**src/rtl/high_score_tracker_if.sv**
```systemverilog
// Signal bundle between the game controller and the high-score tracker.
// The master side drives game status and score; the slave side returns the display value and flags.
interface high_score_tracker_if #(
  parameter int SCORE_W = 16
);
  logic               tick_10khz_i;
  logic [1:0]         mode_i;
  logic [1:0]         game_state_i;
  logic [SCORE_W-1:0] score_i;
  logic               clear_i;
  logic [SCORE_W-1:0] display_value_o;
  logic               blank_o;
  logic               new_record_o;

  modport master (
    output tick_10khz_i, mode_i, game_state_i, score_i, clear_i,
    input  display_value_o, blank_o, new_record_o
  );

  modport slave (
    input  tick_10khz_i, mode_i, game_state_i, score_i, clear_i,
    output display_value_o, blank_o, new_record_o
  );
endinterface

```
**src/rtl/high_score_tracker.sv**
```systemverilog
// Per-mode best-score keeper that also chooses the SSD value.
// A new record triggers a blank/unblank celebration paced by the 10 kHz tick.
module high_score_tracker #(
  parameter int SCORE_W     = 16,
  parameter int SAT_MAX     = 9999,
  parameter int FLASH_TICKS = 5000,
  parameter int FLASH_COUNT = 6
) (
  input  logic                 clock_i,
  input  logic                 reset_i,
  high_score_tracker_if.slave  bus
);
  localparam int TICK_W   = (FLASH_TICKS > 1) ? $clog2(FLASH_TICKS) : 1;
  localparam int TOGGLE_W = $clog2(FLASH_COUNT + 1);
  localparam logic [SCORE_W-1:0]  SAT_VAL     = SCORE_W'(SAT_MAX);
  localparam logic [TICK_W-1:0]   TICK_LAST   = TICK_W'(FLASH_TICKS - 1);
  localparam logic [TOGGLE_W-1:0] TOGGLE_LAST = TOGGLE_W'(FLASH_COUNT - 1);

  localparam logic [1:0] GS_IDLE = 2'b00;
  localparam logic [1:0] GS_PLAY = 2'b10;
  localparam logic [1:0] GS_OVER = 2'b11;

  typedef enum logic [2:0] {IDLE, PLAY, COMPARE, CELEBRATE, HOLD} state_t;

  state_t              state_reg;
  logic [SCORE_W-1:0]  hs_reg [0:3];   // entry 0 (no mode) is never written
  logic [1:0]          mode_lat_reg;
  logic [SCORE_W-1:0]  sc_lat_reg;
  logic [TICK_W-1:0]   tick_cnt_reg;
  logic [TOGGLE_W-1:0] toggle_cnt_reg;
  logic [SCORE_W-1:0]  display_reg;
  logic                blank_reg;
  logic                new_record_reg;
  logic [SCORE_W-1:0]  sc;

  assign sc = (bus.score_i > SAT_VAL) ? SAT_VAL : bus.score_i;

  assign bus.display_value_o = display_reg;
  assign bus.blank_o         = blank_reg;
  assign bus.new_record_o    = new_record_reg;

  always_ff @(posedge clock_i) begin
    if (reset_i) begin
      state_reg      <= IDLE;
      for (int i = 0; i < 4; i++) hs_reg[i] <= '0;
      mode_lat_reg   <= 2'b00;
      sc_lat_reg     <= '0;
      tick_cnt_reg   <= '0;
      toggle_cnt_reg <= '0;
      display_reg    <= '0;
      blank_reg      <= 1'b0;
      new_record_reg <= 1'b0;
    end else begin
      case (state_reg)
        IDLE: begin
          display_reg    <= bus.clear_i ? '0 : hs_reg[bus.mode_i];
          blank_reg      <= (bus.mode_i == 2'b00);
          new_record_reg <= 1'b0;
          if (bus.clear_i) begin
            for (int i = 0; i < 4; i++) hs_reg[i] <= '0;
          end
          if (bus.game_state_i == GS_PLAY) begin
            mode_lat_reg <= bus.mode_i;
            state_reg    <= PLAY;
          end
        end

        PLAY: begin
          display_reg <= sc;
          blank_reg   <= 1'b0;
          if (bus.game_state_i == GS_OVER) begin
            state_reg <= COMPARE;
          end else if (bus.game_state_i == GS_IDLE) begin
            state_reg <= IDLE;
          end
        end

        COMPARE: begin
          sc_lat_reg  <= sc;
          display_reg <= sc;
          blank_reg   <= 1'b0;
          // Strictly greater: matching the record does not count as beating it.
          if (mode_lat_reg != 2'b00 && sc > hs_reg[mode_lat_reg]) begin
            hs_reg[mode_lat_reg] <= sc;
            new_record_reg       <= 1'b1;
            tick_cnt_reg         <= '0;
            toggle_cnt_reg       <= '0;
            state_reg            <= CELEBRATE;
          end else begin
            new_record_reg <= 1'b0;
            state_reg      <= HOLD;
          end
        end

        CELEBRATE: begin
          display_reg <= sc_lat_reg;
          if (bus.game_state_i == GS_IDLE) begin
            blank_reg      <= 1'b0;
            new_record_reg <= 1'b0;
            state_reg      <= IDLE;
          end else if (bus.tick_10khz_i) begin
            if (tick_cnt_reg == TICK_LAST) begin
              tick_cnt_reg   <= '0;
              toggle_cnt_reg <= toggle_cnt_reg + 1'b1;
              if (toggle_cnt_reg == TOGGLE_LAST) begin
                blank_reg <= 1'b0;
                state_reg <= HOLD;
              end else begin
                blank_reg <= ~blank_reg;
              end
            end else begin
              tick_cnt_reg <= tick_cnt_reg + 1'b1;
            end
          end
        end

        HOLD: begin
          display_reg <= sc_lat_reg;
          blank_reg   <= 1'b0;
          if (bus.game_state_i == GS_IDLE) begin
            new_record_reg <= 1'b0;
            state_reg      <= IDLE;
          end
        end

        default: state_reg <= IDLE;
      endcase
    end
  end
endmodule

```
**src/flat_wrapper.sv**
```systemverilog
// flat-port wrapper written by rule: the top's interface ports become plain ports
module high_score_tracker_flat 
#(
  parameter int SCORE_W     = 16,
  parameter int SAT_MAX     = 9999,
  parameter int FLASH_TICKS = 5000,
  parameter int FLASH_COUNT = 6
)
  (clock_i, reset_i, bus_tick_10khz_i, bus_mode_i, bus_game_state_i, bus_score_i, bus_clear_i, bus_display_value_o, bus_blank_o, bus_new_record_o);
  high_score_tracker_if #(.SCORE_W(SCORE_W)) bus_i ();
  input  logic clock_i;
  input  logic reset_i;
  input wire logic [$bits(bus_i.tick_10khz_i)-1:0] bus_tick_10khz_i;
  input wire logic [$bits(bus_i.mode_i)-1:0] bus_mode_i;
  input wire logic [$bits(bus_i.game_state_i)-1:0] bus_game_state_i;
  input wire logic [$bits(bus_i.score_i)-1:0] bus_score_i;
  input wire logic [$bits(bus_i.clear_i)-1:0] bus_clear_i;
  output wire logic [$bits(bus_i.display_value_o)-1:0] bus_display_value_o;
  output wire logic [$bits(bus_i.blank_o)-1:0] bus_blank_o;
  output wire logic [$bits(bus_i.new_record_o)-1:0] bus_new_record_o;
  assign bus_i.tick_10khz_i = bus_tick_10khz_i;
  assign bus_i.mode_i = bus_mode_i;
  assign bus_i.game_state_i = bus_game_state_i;
  assign bus_i.score_i = bus_score_i;
  assign bus_i.clear_i = bus_clear_i;
  assign bus_display_value_o = bus_i.display_value_o;
  assign bus_blank_o = bus_i.blank_o;
  assign bus_new_record_o = bus_i.new_record_o;
  high_score_tracker #(.SCORE_W(SCORE_W), .SAT_MAX(SAT_MAX), .FLASH_TICKS(FLASH_TICKS), .FLASH_COUNT(FLASH_COUNT)) u_core (.clock_i(clock_i), .reset_i(reset_i), .bus(bus_i));
endmodule
```
**config.mk**
```make
export PLATFORM = sky130hd
export DESIGN_NAME = high_score_tracker_flat
export DESIGN_NICKNAME = d
export VERILOG_FILES = /design/src/rtl/high_score_tracker_if.sv /design/src/rtl/high_score_tracker.sv /design/src/flat_wrapper.sv
export SDC_FILE = /design/constraint.sdc
export NUM_CORES = 1
export LEC_CHECK = 0
export CELL_PAD_IN_SITES_DETAIL_PLACEMENT = 0
export CELL_PAD_IN_SITES_GLOBAL_PLACEMENT = 1
export CORE_UTILIZATION = 35
export DETAILED_ROUTE_END_ITERATION = 10
export PLACE_DENSITY = 0.73
export RECOVER_POWER = 100
export SYNTH_ARGS = -nofsm -noshare
export SYNTH_HDL_FRONTEND = slang
export SYNTH_SLANG_ARGS = --single-unit
```
**constraint.sdc**
```tcl
create_clock -name clock_i -period 5.1 [get_ports clock_i]
set_input_delay 1.02 -clock clock_i [delete_from_list [all_inputs] [get_ports clock_i]]
set_output_delay 1.02 -clock clock_i [all_outputs]
set_load 0.05 [all_outputs]
```
==> parameters.txt, run 1 <==
Parameter                              Value

Run status
  Status ... complete, but fails checks
  Violations in the final reports ... capacitance limit, slew limit

Floorplanning
  DIE AREA ... 18,880 sq um
  Number of top-level pins ... 42
  Effective utilization at floorplan ... 35.72%
  Total core area ... 17,960 sq um
  Count of standard-cell rows ... 49
  Die boundary height ... 137.4 um
  Horiz. Die Dim ... 137.4 um

Drt
  Average wire per cell in the routed design ... between 15 and 20 um
  DRC violation total after the first TritonRoute iteration ... 384
  DRC violation count after routing ... 0
  Via count ... 5,038
  Total iterations of the first detailed-routing run ... 7
  Post-DR vias/cell ... 5.518
  Antenna viol nets, final ... 0
  Total wire length ... between 15,000 and 20,000 um

Yosys
  Arithmetic-cell share of the synthesized area counting full adders, half adders and majority gates ... 4.329%
  Yosys warns ... 0
  Area leader, netlist ... edfxtp_1
  Synthesized area ... ~6400 sq um
  Main combinational cell family by area after synthesis ... simple AND/OR/NAND/NOR gates
  Flops & latches, synth ... between 100 and 150
  Synth top cells by count ... 85 x nor2_1, 64 x edfxtp_1, 57 x dfxtp_1
  Post-Syn Instances ... between 500 and 600
  Synth Flop Type ... edfxtp_1
  Most common cell in the synthesized netlist ... nor2_1
  Mux cell area share after synthesis ... about an eighth
  Proportion of synthesized flip-flops having asynchronous set or reset ... 0%
  Post-synthesis xor/xnor area fraction ... 0.1365%
  Number of synthesized flops with an enable pin ... between 60 and 70
  Sequential fraction of the synthesis area ... a little under half
  Synthesized-area fraction occupied by and/or/nand/nor cells ... between 10% and 20%
  Complex-gate fraction of the synthesized area ... 12.62%
  Share of the synthesized area in the top cell type ... 29.95%
  Average instance area after synthesis ... about 11 sq um
  Synth unique cells ... 66
  Ranking of synthesized cells by area ... edfxtp_1 30%, dfxtp_1 18%, mux4_2 11%, nor2_1 5.0%, a21oi_1 3.8%

Timing
  Worst clock skew on the final layout ... 11.10 ps
  Slew headroom ... -35.73%
  Setup TNS Final ... 0 ps
  Fmax achieved ... roughly 0.22 GHz
  Minimum clock period after layout ... 4509 ps
  Total count of hold-check failures in the final report ... 0
  Final-report max-slew violation count ... 16
  Total setup violations reported at the end of the flow ... 0
  Period utilization ... around nine tenths
  Worst Max-Slew Pin Slew ... 2032 ps
  Setup repair after global routing missed its margin ... false

Clocking
  Deepest clock path buffer count ... 2
  Clock network latency to the later pin of the worst-skew pair ... between 400 and 500 ps
  # clock sinks ... 121
  # resized after CTS ... 0
  Clock transition time at the flip-flop clock pins of the worst setup and hold paths ... 50 ps
  Post-CTS repair timing setup buffer count ... 0
  Clk root buf ... clkbuf_16
  Count of hold buffers inserted by post-cts repair ... 0
  TritonCTS Buffers ... 17
  CTS tree ... built
  Maximum level of the CTS H-tree ... 4

Worst setup path
  Data required, critical path ... 5420 ps
  Start point of the critical path ... bus_score_i[7]
  Crit Reg-Reg Startpoint ... u_core.state_reg[1]$_SDFFE_PP0P_
  Type of the worst setup path ... in2reg
  CP endpoint kind ... flop
  Highest fanout seen on the critical path ... 9
  Category of the worst setup path launch point ... input port
  Worst endpoint data arrival time ... ~4800 ps

Hold path
  Hold Crit Class ... reg2reg
  Min-Delay Startpoint ... u_core.sc_lat_reg[4]$_SDFFE_PP0N_

Cells and area
  Fraction of final layout cells sized beyond drive strength 1 ... ~15%
  Post-synthesis to final-layout area growth ... 20.42%
  Post-route cell area ... 7726 sq um
  Antenna diodes ... 0
  Number of flip-flops in the largest register ... 64
  Layout net count ... 714

Job
  Maximum capacitance violations ... 1

Global routing
  Total global routing track utilization ... between 10% and 20%
  Global-route wire length before repair ... approximately 27,000 um
  Overflow left after global routing ... 0
  Number of global-route vias before repair ... roughly 5,000
  Antenna violations before repair ... 0
  Pin count of the biggest net entering global routing ... 39

Placement
  Total of buffers placed on input and output ports ... 41
  HPWL after DPL ... 12,260 um
  Final GP Congestion ... 0.8794
  Post-placement cell area ... 7197 sq um

Pwr
  Worst-case vdd ir drop ... approximately 0.25 mV
  Cell Pwr Density ... 334.3 nW/um^2
  Static Leak ... 2.958 nW
==> layout by cell type (no fill, tap or decap), types with 4 or more instances in the layout <==
cell              n
buf_4            14
nor3_1           20
conb_1           24
clkbuf_2          4
nor4_1           12
o22ai_1           5
nor2b_1           4
and3_1            5
nand2b_1         10
inv_1            31
o21ai_0          25
and4_1            4
a21oi_1          49
ha_1             19
a221oi_1         10
dfxtp_1          57
dlygate4sd3_1    20
edfxtp_1         64
nor3b_1           5
clkbuf_16        18
nand3_1           8
nor2_1           85
nand4_1           5
nand2_1          37
a211oi_1         15
clkbuf_1          8
mux4_2           32
clkdlybuf4s50_1  20
a31oi_1          12
maj3_1            4
==> metrics by stage <==
step / utilization, % / worst slack [ps] / total power, mW / hold WS (ps) / std cells
5_1_grt: 43.01 / 372.4 / 2.673 / 486.2 / 913
2_1_floorplan: - / 1193 / 1.290 / 445.8 / 622
6_report: 43.01 / 591.0 / 2.583 / 473.1 / 913
4_1_cts: 43.41 / 811.2 / 2.610 / 467.6 / 913
3_5_place_dp: 40.06 / 396.5 / 1.395 / 458.8 / 881
3_3_place_gp: 40.06 / 492.6 / 1.387 / 454.0 / 881
==> critical path, cell delays in order <==
cell             delay, ps
clkdlybuf4s50_1        420
nor4_1                 330
nor2_1                 140
nor3_1                 230
clkbuf_1               300
inv_1                  140
ha_1                   350
and2b_2                210
o211ai_1               190
a211oi_2               110
nor4b_2                840
nor2_2                 230
a311oi_1               310
==> worst paths after layout <==
| path | end | slack (ps) | cells after the start |
|---|---|---|---|
| hold reg to reg | u_core.sc_lat_reg[4]$_SDFFE_PP0N_ | 470 | 2 |
| hold / removal | u_core.sc_lat_reg[4]$_SDFFE_PP0N_ | 470 | 2 |
| setup reg to reg | u_core.toggle_cnt_reg[0]$_SDFFE_PP0P_ | 700 | 7 |
| setup / recovery | u_core.toggle_cnt_reg[0]$_SDFFE_PP0P_ | 590 | 13 |
==> final cells by class <==
class | instances | area (sq um)
Clock inverter | 10 | 116.4
Clock buffer | 22 | 485.5
Tap cell | 229 | 286.5
Inverter | 31 | 116.4
Sequential cell | 121 | 3063
Fill cell | 1699 | 10240
Multi-Input combinational cell | 436 | 3110
Timing Repair Buffer | 64 | 548.0
==> layer usage <==
layer | up-vias | wire length [um] | GRT usage [%]
li1 | 2373 | - | -
met1 | 2477 | 7606 | 24.89
met2 | 163 | 8270 | 31.71
met3 | 25 | 1067 | 5.445
met4 | 0 | 265 | 6.471
met5 | - | 0 | 0
==> kinds of logic after synthesis <==
logic type                 count (synthesis)
buffers and inverters                     65
AOI/OAI and AO/OA                        131
other                                      1
adders and majority gates                 23
xor gates and xnor gates                   1
muxes                                     35
and+or+nand+nor                          222
DFF                                      121
==> where the power goes <==
part	internal [mW]	total [mW]	switching (mW)
combinational	0.113	0.267	0.154
sequential	1.07	1.10	0.0288
clock	0.774	1.22	0.444
No activity file was read; power rests on OpenSTA's default activity.
==> inputs of run 2 (changes only) <==
--- a/config.mk
+++ b/config.mk
@@ -7,9 +7,10 @@
 export LEC_CHECK = 0
 export CELL_PAD_IN_SITES_DETAIL_PLACEMENT = 0
 export CELL_PAD_IN_SITES_GLOBAL_PLACEMENT = 1
-export CORE_UTILIZATION = 35
+export CORE_ASPECT_RATIO = 0.7
+export CORE_UTILIZATION = 48
 export DETAILED_ROUTE_END_ITERATION = 10
-export PLACE_DENSITY = 0.73
+export PLACE_DENSITY = 0.92
 export RECOVER_POWER = 100
 export SYNTH_ARGS = -nofsm -noshare
 export SYNTH_HDL_FRONTEND = slang
==> run 2 against run 1 <==
  * The flow now finishes without violations
  * Design area is 2.0% lower
  * Worst hold slack worse by 4.1 ps
  * Total power is 3.3% lower
  * Cell count down 8.0%
  * Critical path type unchanged
==> parameters.txt, run 2 (synthesis results as in run 1) <==
Parameter                              Value

Cells and area
  Final core area utilization ... between 50% and 60%
  Footprint of the flip-flops and latches ... 3063 sq um
  Multi-input logic area ... approximately 3100 sq um
  Antenna diodes ... 0
  Fraction of final layout cells sized beyond drive strength 1 ... 13.72%
  Most used cells in the layout excluding fill and tap cells ... 86 x nor2_1, 64 x edfxtp_1, 57 x dfxtp_1
  Most common library cell in the layout ignoring fill and taps ... nor2_1
  Post-route cell area ... approximately 7600 sq um
  Post-synthesis to final-layout area growth ... 17.96%
  Number of flip-flops in the largest register ... between 60 and 70
  Layout net count ... 710
  Fill cell instance count of the final layout ... 1,023

Worst setup path
  Slowest cell delay on critical path ... ~430 ps
  Highest fanout seen on the critical path ... 16
  Type of the worst setup path ... in2reg
  Critical path cell sequence ... clkdlybuf4s50_1, nor4_1, nor2_1, nor2_1, nand2_1, inv_1, ha_1, and4_4, nand3_2, o21ai_0, nand4bb_4, nand4_4, nand2_1, clkbuf_2
  Cell with the largest stage delay on the worst path ... nor2_1
  Data required, critical path ... 5170 ps
  Worst endpoint data arrival time ... 4840 ps
  CP endpoint kind ... flop
  Category of the worst setup path launch point ... input port

Hold path
  Hold Crit Class ... reg2reg

Clocking
  Clock transition time at the flip-flop clock pins of the worst setup and hold paths ... 60 ps
  Clock network latency to the later pin of the worst-skew pair ... 420 ps
  # resized after CTS ... 0
  Deepest clock path buffer count ... 2
  TritonCTS Buffers ... 17
  # clock sinks ... 121
  Count of hold buffers inserted by post-cts repair ... 0
  Post-CTS repair timing setup buffer count ... 0
  Maximum level of the CTS H-tree ... 4
  CTS tree ... built
  Clk root buf ... clkbuf_16

Floorplanning
  Count of standard-cell rows ... 34
  Number of top-level pins ... 42
  Total core area ... 12,720 sq um
  Horiz. Die Dim ... 140.2 um
  DIE AREA ... 13,840 sq um
  Effective utilization at floorplan ... 50.44%
  Die boundary height ... between 90 and 100 um

Drt
  Total iterations of the first detailed-routing run ... 5
  Via count ... 5,141
  DRC violation total after the first TritonRoute iteration ... 656
  Total wire length ... 17,110 um
  DRC violation count after routing ... 0
  Antenna viol nets, final ... 0
  Post-DR vias/cell ... 6.120
  Average wire per cell in the routed design ... 20.37 um

Timing
  Worst Max-Slew Pin Slew ... 1160 ps
  Minimum clock period after layout ... 4772 ps
  Final-report max-slew violation count ... 0
  Slew headroom ... between 20% and 30%
  Total setup violations reported at the end of the flow ... 0
  Total count of hold-check failures in the final report ... 0
  Final critical-path setup slack ... 328.4 ps
  Worst clock skew on the final layout ... 6.713 ps
  Fmax achieved ... ~0.21 GHz
  Setup repair after global routing missed its margin ... false
  Period utilization ... 93.56%

Global routing
  Antenna violations before repair ... 0
  Total global routing track utilization ... 26.28%
  Global-route wire length before repair ... ~27,000 um
  Overflow left after global routing ... 0
  Pin count of the biggest net entering global routing ... 59
  Number of global-route vias before repair ... 4,796

Pwr
  Worst-case vdd ir drop ... 0.2782 mV
  Cell Pwr Density ... 330.0 nW/um^2
  Static Leak ... between 2 and 3 nW

Placement
  HPWL after DPL ... 12,040 um
  Pre-CTS worst setup slack ... -20.00 ps
  Total of buffers placed on input and output ports ... 41
  Post-placement cell area ... 7083 sq um
  Final GP Congestion ... 0.8770

Run status
  Status ... completed

Job
  Maximum capacitance violations ... 0
## run 2: critical path: cells and delay by family
kind | cells | cell delay (ps)
buf+inv | 3 | 1060
fa+ha+maj | 1 | 170
simple gates | 9 | 2280
compound gates | 1 | 300
## run 2: layout make-up
cell class	count	area share, %
sequential	121	40.47
tap	162	2.678
clock buffer	19	5.720
inverter	31	1.537
clock inverter	11	1.422
multi-input combinational	436	41.16
timing repair buffer	60	7.009
## run 2: routing by layer
layer  vias up  share of wire, %  track usage [%]
li1       2363                 -                -
met1      2488                46            38.80
met2       265                43            37.27
met3        25                10            6.608
met4         0               1.6            9.383
met5         -                 0                0
## run 2: final timing paths
path	from	endpoint	slack, ps	depth (start not counted)
setup reg to reg	u_core.state_reg[2]$_SDFFE_PP0P_	u_core.toggle_cnt_reg[0]$_SDFFE_PP0P_	1290	7
setup / recovery	bus_score_i[7]	u_core.hs_reg[3][8]$_SDFFCE_PN0P_	330	14
hold reg to reg	u_core.sc_lat_reg[6]$_SDFFE_PP0N_	u_core.sc_lat_reg[6]$_SDFFE_PP0N_	470	2
hold / removal	u_core.sc_lat_reg[6]$_SDFFE_PP0N_	u_core.sc_lat_reg[6]$_SDFFE_PP0N_	470	2
## run 2: power by group
group	switching (mW)	leakage [nW]	internal [mW]
Clock	0.421	0.255	0.702
Sequential	0.0310	1.15	1.07
Combinational	0.157	1.47	0.114
## run 2: through the flow
stage                     TNS [ps]  cells  power [mW]  hold slack [ps]
after CTS                        0    840       2.501            470.2
after global placement           0    810       1.383            453.0
after floorplan                  0    622       1.290            445.8
after detailed placement    -197.1    810       1.394            462.6
final                            0    840       2.498            468.9
after global routing             0    840       2.564            489.4
